===== config.mk =====
export PLATFORM = sky130hd
export DESIGN_NAME = fabric_boot_sequencer
export DESIGN_NICKNAME = d
export VERILOG_FILES = /design/src/rtl/fabric_boot_sequencer.sv
export SDC_FILE = /design/constraint.sdc
export NUM_CORES = 1
export LEC_CHECK = 0
export CAP_MARGIN = 20
export CORE_UTILIZATION = 40
export DETAILED_ROUTE_END_ITERATION = 7
export PLACE_DENSITY = 0.7
export RECOVER_POWER = 25
export SLEW_MARGIN = 30
export SYNTH_ARGS = -nofsm -noshare
export SYNTH_HDL_FRONTEND = slang
export SYNTH_SLANG_ARGS = --single-unit

===== constraint.sdc =====
create_clock -name clk_i -period 6.6 [get_ports clk_i]
set_input_delay 0.99 -clock clk_i [delete_from_list [all_inputs] [get_ports clk_i]]
set_output_delay 0.99 -clock clk_i [all_outputs]
set_load 0.02 [all_outputs]

===== src/rtl/fabric_boot_sequencer.sv =====
// Boot/warmboot scheduler for the fabric configuration path: drives the SPI
// controller, forwards bitstream words to fabric_config and supervises each load.
module fabric_boot_sequencer #(
  parameter int NUM_SLOTS      = 16,
  parameter int START_DELAY    = 16,
  parameter int TIMEOUT_CYCLES = 1048576
) (
  input  logic        clk_i,
  input  logic        rst_i,
  input  logic        mode_i,
  input  logic        warmboot_boot_i,
  input  logic [3:0]  warmboot_slot_i,
  output logic        warmboot_reset_o,
  output logic        ctrl_start_o,
  output logic [3:0]  ctrl_slot_o,
  input  logic        ctrl_busy_i,
  input  logic [31:0] ctrl_data_i,
  input  logic        ctrl_valid_i,
  input  logic [31:0] rx_data_i,
  input  logic        rx_valid_i,
  output logic [31:0] cfg_data_o,
  output logic        cfg_valid_o,
  input  logic        cfg_busy_i,
  input  logic        cfg_configured_i,
  output logic        busy_o,
  output logic        error_o,
  output logic [3:0]  active_slot_o
);

  // state      | meaning
  // RESET_WAIT | post-reset delay, mode sampled on last cycle
  // START      | one-cycle start pulse to the SPI controller
  // LOAD       | controller streaming, timeout running
  // CHECK      | single-cycle look at cfg_configured_i
  // IDLE       | fabric configured, waiting for warmboot
  // ERROR      | slot 0 failed, still accepts warmboot
  // RECEIVE    | receiver mode, terminal
  typedef enum logic [2:0] {
    S_RESET_WAIT,
    S_START,
    S_LOAD,
    S_CHECK,
    S_IDLE,
    S_ERROR,
    S_RECEIVE
  } state_t;

  localparam int DLY_W = $clog2(START_DELAY + 1);
  localparam int TMO_W = $clog2(TIMEOUT_CYCLES + 1);
  localparam logic [DLY_W-1:0] DLY_LOAD = DLY_W'(START_DELAY - 1);
  localparam logic [TMO_W-1:0] TMO_LOAD = TMO_W'(TIMEOUT_CYCLES - 1);

  state_t           state;
  logic [DLY_W-1:0] dly_cnt;
  logic [TMO_W-1:0] tmo_cnt;
  logic             seen_busy;
  logic             boot_q;

  logic       boot_rise;
  logic       slot_ok;
  logic       tmo_hit;
  logic       load_done;
  logic       load_fail;
  logic       in_load_phase;
  logic       start_go;
  logic [3:0] start_slot;

  assign boot_rise = warmboot_boot_i & ~boot_q;
  assign slot_ok   = ({28'd0, warmboot_slot_i} < 32'(NUM_SLOTS));
  assign tmo_hit   = (tmo_cnt == '0);
  assign load_done = seen_busy & ~ctrl_busy_i & ~cfg_busy_i;
  assign load_fail = ((state == S_LOAD) && tmo_hit) ||
                     ((state == S_CHECK) && !cfg_configured_i);

  always_comb begin
    start_go   = 1'b0;
    start_slot = 4'd0;
    if ((state == S_RESET_WAIT) && (dly_cnt == '0) && !mode_i) begin
      start_go = 1'b1;
    end else if (((state == S_IDLE) || (state == S_ERROR)) && boot_rise && slot_ok) begin
      start_go   = 1'b1;
      start_slot = warmboot_slot_i;
    end else if (load_fail && (active_slot_o != 4'd0)) begin
      start_go = 1'b1;
    end
  end

  // Receiver mode hands the fabric-side busy straight through.
  assign in_load_phase    = (state == S_RESET_WAIT) || (state == S_START) ||
                            (state == S_LOAD) || (state == S_CHECK);
  assign busy_o           = (state == S_RECEIVE) ? cfg_busy_i : in_load_phase;
  assign warmboot_reset_o = (state == S_RECEIVE) ? cfg_busy_i : in_load_phase;

  always_ff @(posedge clk_i) begin
    if (rst_i) begin
      state         <= S_RESET_WAIT;
      dly_cnt       <= DLY_LOAD;
      tmo_cnt       <= TMO_LOAD;
      seen_busy     <= 1'b0;
      boot_q        <= 1'b1;
      ctrl_start_o  <= 1'b0;
      ctrl_slot_o   <= 4'd0;
      active_slot_o <= 4'd0;
      cfg_valid_o   <= 1'b0;
      cfg_data_o    <= 32'd0;
      error_o       <= 1'b0;
    end else begin
      boot_q       <= warmboot_boot_i;
      ctrl_start_o <= 1'b0;
      cfg_valid_o  <= 1'b0;

      if (state == S_LOAD) begin
        cfg_valid_o <= ctrl_valid_i;
        if (ctrl_valid_i) cfg_data_o <= ctrl_data_i;
      end else if (state == S_RECEIVE) begin
        cfg_valid_o <= rx_valid_i;
        if (rx_valid_i) cfg_data_o <= rx_data_i;
      end

      case (state)
        S_RESET_WAIT: begin
          if (dly_cnt != '0) dly_cnt <= dly_cnt - 1'b1;
          else if (mode_i)   state   <= S_RECEIVE;
        end
        S_START: begin
          seen_busy <= 1'b0;
          tmo_cnt   <= TMO_LOAD;
          state     <= S_LOAD;
        end
        S_LOAD: begin
          if (ctrl_busy_i) seen_busy <= 1'b1;
          // Timeout wins over a busy drop in the same cycle.
          if (!tmo_hit) begin
            tmo_cnt <= tmo_cnt - 1'b1;
            if (load_done) state <= S_CHECK;
          end
        end
        S_CHECK: begin
          if (cfg_configured_i) begin
            state   <= S_IDLE;
            error_o <= 1'b0;
          end
        end
        default: ;
      endcase

      if (load_fail && (active_slot_o == 4'd0)) begin
        state   <= S_ERROR;
        error_o <= 1'b1;
      end

      if (start_go) begin
        state         <= S_START;
        ctrl_start_o  <= 1'b1;
        ctrl_slot_o   <= start_slot;
        active_slot_o <= start_slot;
      end
    end
  end

endmodule


==> results of run 1 <==
## sequential cells by signal (all words and copies together), names as in the netlist
register       count
active_slot_o      4
boot_q             1
cfg_data_o        32
cfg_valid_o        1
ctrl_start_o       1
dly_cnt            5
error_o            1
seen_busy          1
state              3
tmo_cnt           21
## through the flow
stage | hold slack (ns) | utilization, % | total power [mW] | instance area, um2 | instances
after floorplan | 0.447 | - | 0.451 | 3340 | 402
after global placement | 0.444 | 58.3 | 0.500 | 4600 | 599
after detailed placement | 0.450 | 58.3 | 0.501 | 4600 | 599
after CTS | 0.464 | 61.2 | 0.902 | 4830 | 615
after global routing | 0.479 | 61.2 | 0.928 | 4830 | 615
final | 0.459 | 61.2 | 0.892 | 4830 | 615
## cell families (layout without fill, tap and decap cells)
kind of cell               count (synthesis)  in the layout  share of synthesized area (%)
and+or+nand+nor                          203            203                           29.9
AOI/OAI and AO/OA                         79             79                           19.4
muxes                                      2              2                          0.599
xor gates and xnor gates                   8              8                           2.09
buffers and inverters                     36            147                           4.64
DFF                                       70             70                           41.9
adders and majority gates                  4              4                           1.50
## tightest hold or removal path: stages (launching register included)
cell	delay, ns
dfxtp_1	0.31
nand2_1	0.05
a21oi_1	0.05
## cell type report
class	count	area share [%]
inverter	5	0.389
multi-input combinational	296	37.3
timing repair buffer	126	25.8
tap	102	2.64
clock buffer	13	3.50
clock inverter	3	1.35
sequential	70	29.0
## per-layer routing
layer	global-route usage [%]	part of all wire, %
met2	35.0	49
met5	0	0
met3	5.53	4.1
met1	26.5	45
met4	7.44	2.0
## power by group
part	internal, mW	switching, mW
sequential	0.424	0.00143
clock	0.244	0.157
combinational	0.0455	0.0198
total	0.713	0.179
## placed cells by master (no fill, tap or decap), types with 3 or more instances in the layout
cell type          n
a311oi_1          33
nand2b_1           6
or3_1             10
nor2_1            45
nor4_1             5
xnor2_1            4
nand3_1           13
or4_1             11
o21ai_1            4
dlygate4sd3_1     21
clkdlybuf4s50_1  100
a32o_1             4
nor3_1             8
xor2_1             4
a21oi_1            7
buf_4              4
clkbuf_8          12
inv_1              5
ha_1               4
nand2_1           78
o21ai_0            6
or2_2              4
o21bai_1           3
o31ai_1            6
nor2b_1            3
dfxtp_1           70
## path summary, 6_finish.rpt
| kind | from | endpoint | slack [ns] | depth (start not counted) |
|---|---|---|---|---|
| setup / recovery | rst_i | active_slot_o[2] | 3.01 | 4 |
| hold / removal | error_o | error_o | 0.46 | 2 |
| setup reg to reg | tmo_cnt[0] | tmo_cnt[19] | 4.00 | 7 |
| hold reg to reg | error_o | error_o | 0.46 | 2 |
==> impl_metrics.toml, run 1 <==
[finish]
ff_latch_area_um2 = 1400
diodes = 0
nets = 589
layout-drive-gt1-share_pct = 6.63
multi_input_area_um2 = 1800
num-fill-cells = 719
area_growth_pct = 44.3

[timing]
fmax_ghz = 0.279
worst_slew_pin_slew_ns = 2.19
rsz0062_at_grt = "no"
final_max_slew_viol_count = 49
fin_crit_ns = 3.59
relSlewSlack_pct = -46.1
finClkSkew_ns = 0.00543
setup_viol = 0
setup_ws_ns = 3.01
period_share_pct = 54.4
hold_violations = 0
fin_tns_setup_ns = 0

[power_and_ir_drop]
p_leak_nw = 1.70
p_per_area_nw_per_um2 = 185
ir_drop_mv = 0.102

[grt]
antenna_found_initial = 0
grt_util_all_layers_pct = 21.2
grt_pass1_wl_mm = 14.6
grt_pass1_vias = 2981
grt_max_degree = 66
grt_overflow = 0

[clocking]
ctsLongestPathBuffers = 2
htreeDepth = 3
clk_pin_slew_ns = 0.07
ctsHoldBuffers = 0
tritoncts = "yes"
clk_latency_ns = 0.33
post_cts_buffers = 0
root_buffer = "clkbuf_8"
clkSinkCount = 70
cts.repair.resized = 0
cts_buffers = 9

[placement]
pre_cts_ws_ns = 3.40
dp_hpwl_mm = 6.17
portBuffers = 121
gp_congestion = 0.772

[logic_synthesis]
synthArstFlopShare_pct = 0
yosys_warnings = 0
yosys.area.top_type_share_pct = 41.9
synth-edff-count = 0
synth_area_um2 = 3340
synthCells = 402
synthTopCellsByArea = "dfxtp_1 (42%), nand2_1 (8.8%), a311oi_1 (8.6%), nor2_1 (5.1%), clkbuf_1 (2.6%)"
syn_nets = 483
synth_largest_area_cell = "dfxtp_1"
avgSynthCellArea_um2 = 8.32
synth_flop_cell = "dfxtp_1"
yosysUniqueCellTypes = 52
ys_seq_area_share_pct = 41.9
ys_ff_latch = 70
synth.most_common_cell = "nand2_1"
synth_common_cells = "nand2_1 (78), dfxtp_1 (70), nor2_1 (45)"

[setup_path]
cp-start-kind = "primary input"
critPathTopFamily = "buffers and inverters"
crit_path_top_delay_cell = "clkbuf_1"
path_cells = "dlygate4sd3_1 -> clkbuf_1 -> nor2b_1 -> a32o_1"
crit_type = "primary input to flop"
crit_path_max_incr_delay_ns = 1.56
critical_path.max_fanout = 48
worst_ep_required_time_ns = 6.83
cp-end-kind = "flop"
path_buf_inv = 2
worstPathArrival_ns = 3.82

[worst_hold_path]
min_path_type = "flop to flop"

[floorplanning]
die-area_um2 = 8730
die_x_um = 93.4
io_pins = 122
core_area_um2 = 7890
initial_core_util_pct = 42.4
die_h_um = 93.4
fp-row-count = 32

[route]
first_pass_iters = 4
wl_mm = 9.00
num_vias = 3243
drc = 0
ant_nets = 0
routedWlPerCell_um = 14.6
drtIter0Drc = 134
via_per_inst = 5.27

[status]
violations = "capacitance limit, slew limit"
status = "complete, but fails checks"

[run]
max-cap-violations = 1
Note: power is estimated with default switching activity, not from simulation.
==> run 2, diff against run 1 <==
PLACE_DENSITY = 0.73   (was 0.7)
clock period = 3 ns   (was 6.6 ns; I/O delays follow)
==> run 2 against run 1 <==
The flow now finishes without violations; worst setup slack worse by 2.6 ns; register-to-register slack worse by 3.6 ns; via count up 2.4%; core utilization down 0.25 points; first-iteration DRC count up 9.0%; final cell count up 0.81%; sequential cell count unchanged; die area unchanged; critical path type is now flop to flop.
==> impl_metrics.toml, run 2 (synthesized netlist as in run 1, its figures left out) <==
[setup_path]
cp-start-kind = "flop"
crit_path_top_delay_cell = "or4b_2"
worstPathArrival_ns = 2.78
r2r_setup_slack_ns = 0.43
r2r-start = "tmo_cnt[0]"
crit_path_max_incr_delay_ns = 0.64
path_buf_inv = 1
critPathTopFamily = "simple AND/OR/NAND/NOR gates"
path_common_cell = "or4_1"
cp-end-kind = "flop"
path_cells = "inv_1 -> ha_1 -> or4b_2 -> or4_1 -> o311ai_4 -> or4_1 -> nand3_1"
r2r_cells = 7
crit_type = "flop to flop"
worst_ep_required_time_ns = 3.21
critical_path.max_fanout = 10
r2r_end = "tmo_cnt[17]"

[grt]
antenna_found_initial = 0
grt_pass1_wl_mm = 14.6
grt_pass1_vias = 3055
grt_max_degree = 66
grt_util_all_layers_pct = 20.9
grt_overflow = 0

[timing]
fin_crit_ns = 2.57
hold_violations = 0
final_max_slew_viol_count = 0
fin_tns_setup_ns = 0
relSlewSlack_pct = 58.6
worst_slew_pin_slew_ns = 0.621
period_share_pct = 85.6
finClkSkew_ns = 0.0114
setup_viol = 0
rsz0062_at_grt = "no"
fmax_ghz = 0.389

[clocking]
ctsHoldBuffers = 0
clkSinkCount = 70
cts_buffers = 9
post_cts_buffers = 0
clk_pin_slew_ns = 0.08
ctsLongestPathBuffers = 2
htreeDepth = 3
clk_latency_ns = 0.33
tritoncts = "yes"
root_buffer = "clkbuf_8"
cts.repair.resized = 0

[finish]
largest_register_ffs = 32
area_growth_pct = 43.7
final_common_cell = "clkdlybuf4s50_1"
post-route-util_pct = 60.9
regMostFlops = "cfg_data_o"
nets = 594
layout-drive-gt1-share_pct = 7.53
layout_common_cells = "clkdlybuf4s50_1 (95), nand2_1 (78), dfxtp_1 (70)"
reg_top3 = "cfg_data_o x32, tmo_cnt x21, dly_cnt x5"
diodes = 0

[route]
drc = 0
num_vias = 3320
first_pass_iters = 4
via_per_inst = 5.35
wl_mm = 8.91
ant_nets = 0
drtIter0Drc = 146
routedWlPerCell_um = 14.4

[placement]
gp_congestion = 0.874
portBuffers = 121
dp_hpwl_mm = 6.28

[floorplanning]
die_x_um = 93.4
die_h_um = 93.4
io_pins = 122
initial_core_util_pct = 42.4
core_area_um2 = 7890
fp-row-count = 32
die-area_um2 = 8730

[power_and_ir_drop]
p_leak_nw = 1.71
p_seq_share_pct = 53.4
power.internal_mw = 1.36
combPwrFrac_pct = 8.2
switching_share_pct = 22.6
switchingPower_uw = 395
ir_drop_mv = 0.245
p_per_area_nw_per_um2 = 364
clockPowerShare_pct = 38.4

[worst_hold_path]
holdCritStartpoint = "error_o"
hold_path_end = "error_o"
min_path_type = "flop to flop"
whs_path_depth = 2

[status]
status = "completed"

[run]
max-cap-violations = 0
run 2: cell count changes in the layout (fill, tap and decap cells not counted), moves of 2 or more:
| cell | previous run | this run |
|---|---|---|
| clkinv_4 | 0 | 2 |
| dlygate4sd3_1 | 21 | 26 |
| bufinv_16 | 2 | 0 |
| clkbuf_8 | 12 | 10 |
| clkdlybuf4s50_1 | 100 | 95 |
| buf_4 | 4 | 9 |
run 2: worst max-delay path by stage:
stage	cells after the start	end	start	slack (ns)
after detailed placement	7	active_slot_o[3]	tmo_cnt[0]	0.45
after global routing	7	active_slot_o[3]	tmo_cnt[0]	0.29
after floorplan	7	tmo_cnt[11]	tmo_cnt[0]	0.63
after global placement	7	active_slot_o[3]	tmo_cnt[0]	0.53
final	7	tmo_cnt[17]	tmo_cnt[0]	0.43
after CTS	7	tmo_cnt[17]	tmo_cnt[0]	0.45
run 2: per-layer routing:
layer	global-route usage [%]	vias to the layer above	routed length, um
met1	25.9	1543	3940
li1	-	1675	-
met3	4.72	17	349
met2	35.2	85	4440
met5	0	-	0
met4	7.82	0	189
run 2: area by class of cell:
| class | instances | area, um2 |
|---|---|---|
| Timing Repair Buffer | 131 | 1280 |
| Multi-Input combinational cell | 296 | 1800 |
| Clock buffer | 11 | 141 |
| Sequential cell | 70 | 1400 |
| Inverter | 5 | 18.8 |
| Fill cell | 700 | 3080 |
| Clock inverter | 5 | 35.0 |
| Tap cell | 102 | 128 |
run 2: per-stage QoR:
stage          total power [mW]  setup slack (ns)  hold WS [ns]  area, um2  instances
2_1_floorplan             0.991             0.628         0.447       3340        402
3_3_place_gp               1.10             0.530         0.445       4630        604
3_5_place_dp               1.10             0.448         0.460       4630        604
4_1_cts                    1.78             0.446         0.475       4810        620
5_1_grt                    1.83             0.293         0.511       4810        620
6_report                   1.75             0.432         0.462       4810        620
run 2: tightest hold or removal path, stage by stage, from the launching register on:
cell and delay, ns:
dfxtp_1 0.31, nand2_1 0.05, a21oi_1 0.05
run 2: power by group through the flow:
stage | Sequential [mW] | Clock, mW | Combinational (mW)
3_5_place_dp | 0.957 | 0 | 0.143
4_1_cts | 0.936 | 0.698 | 0.144
5_1_grt | 0.936 | 0.737 | 0.155
3_3_place_gp | 0.957 | 0 | 0.142
6_report | 0.936 | 0.672 | 0.143
2_1_floorplan | 0.957 | 0 | 0.0345
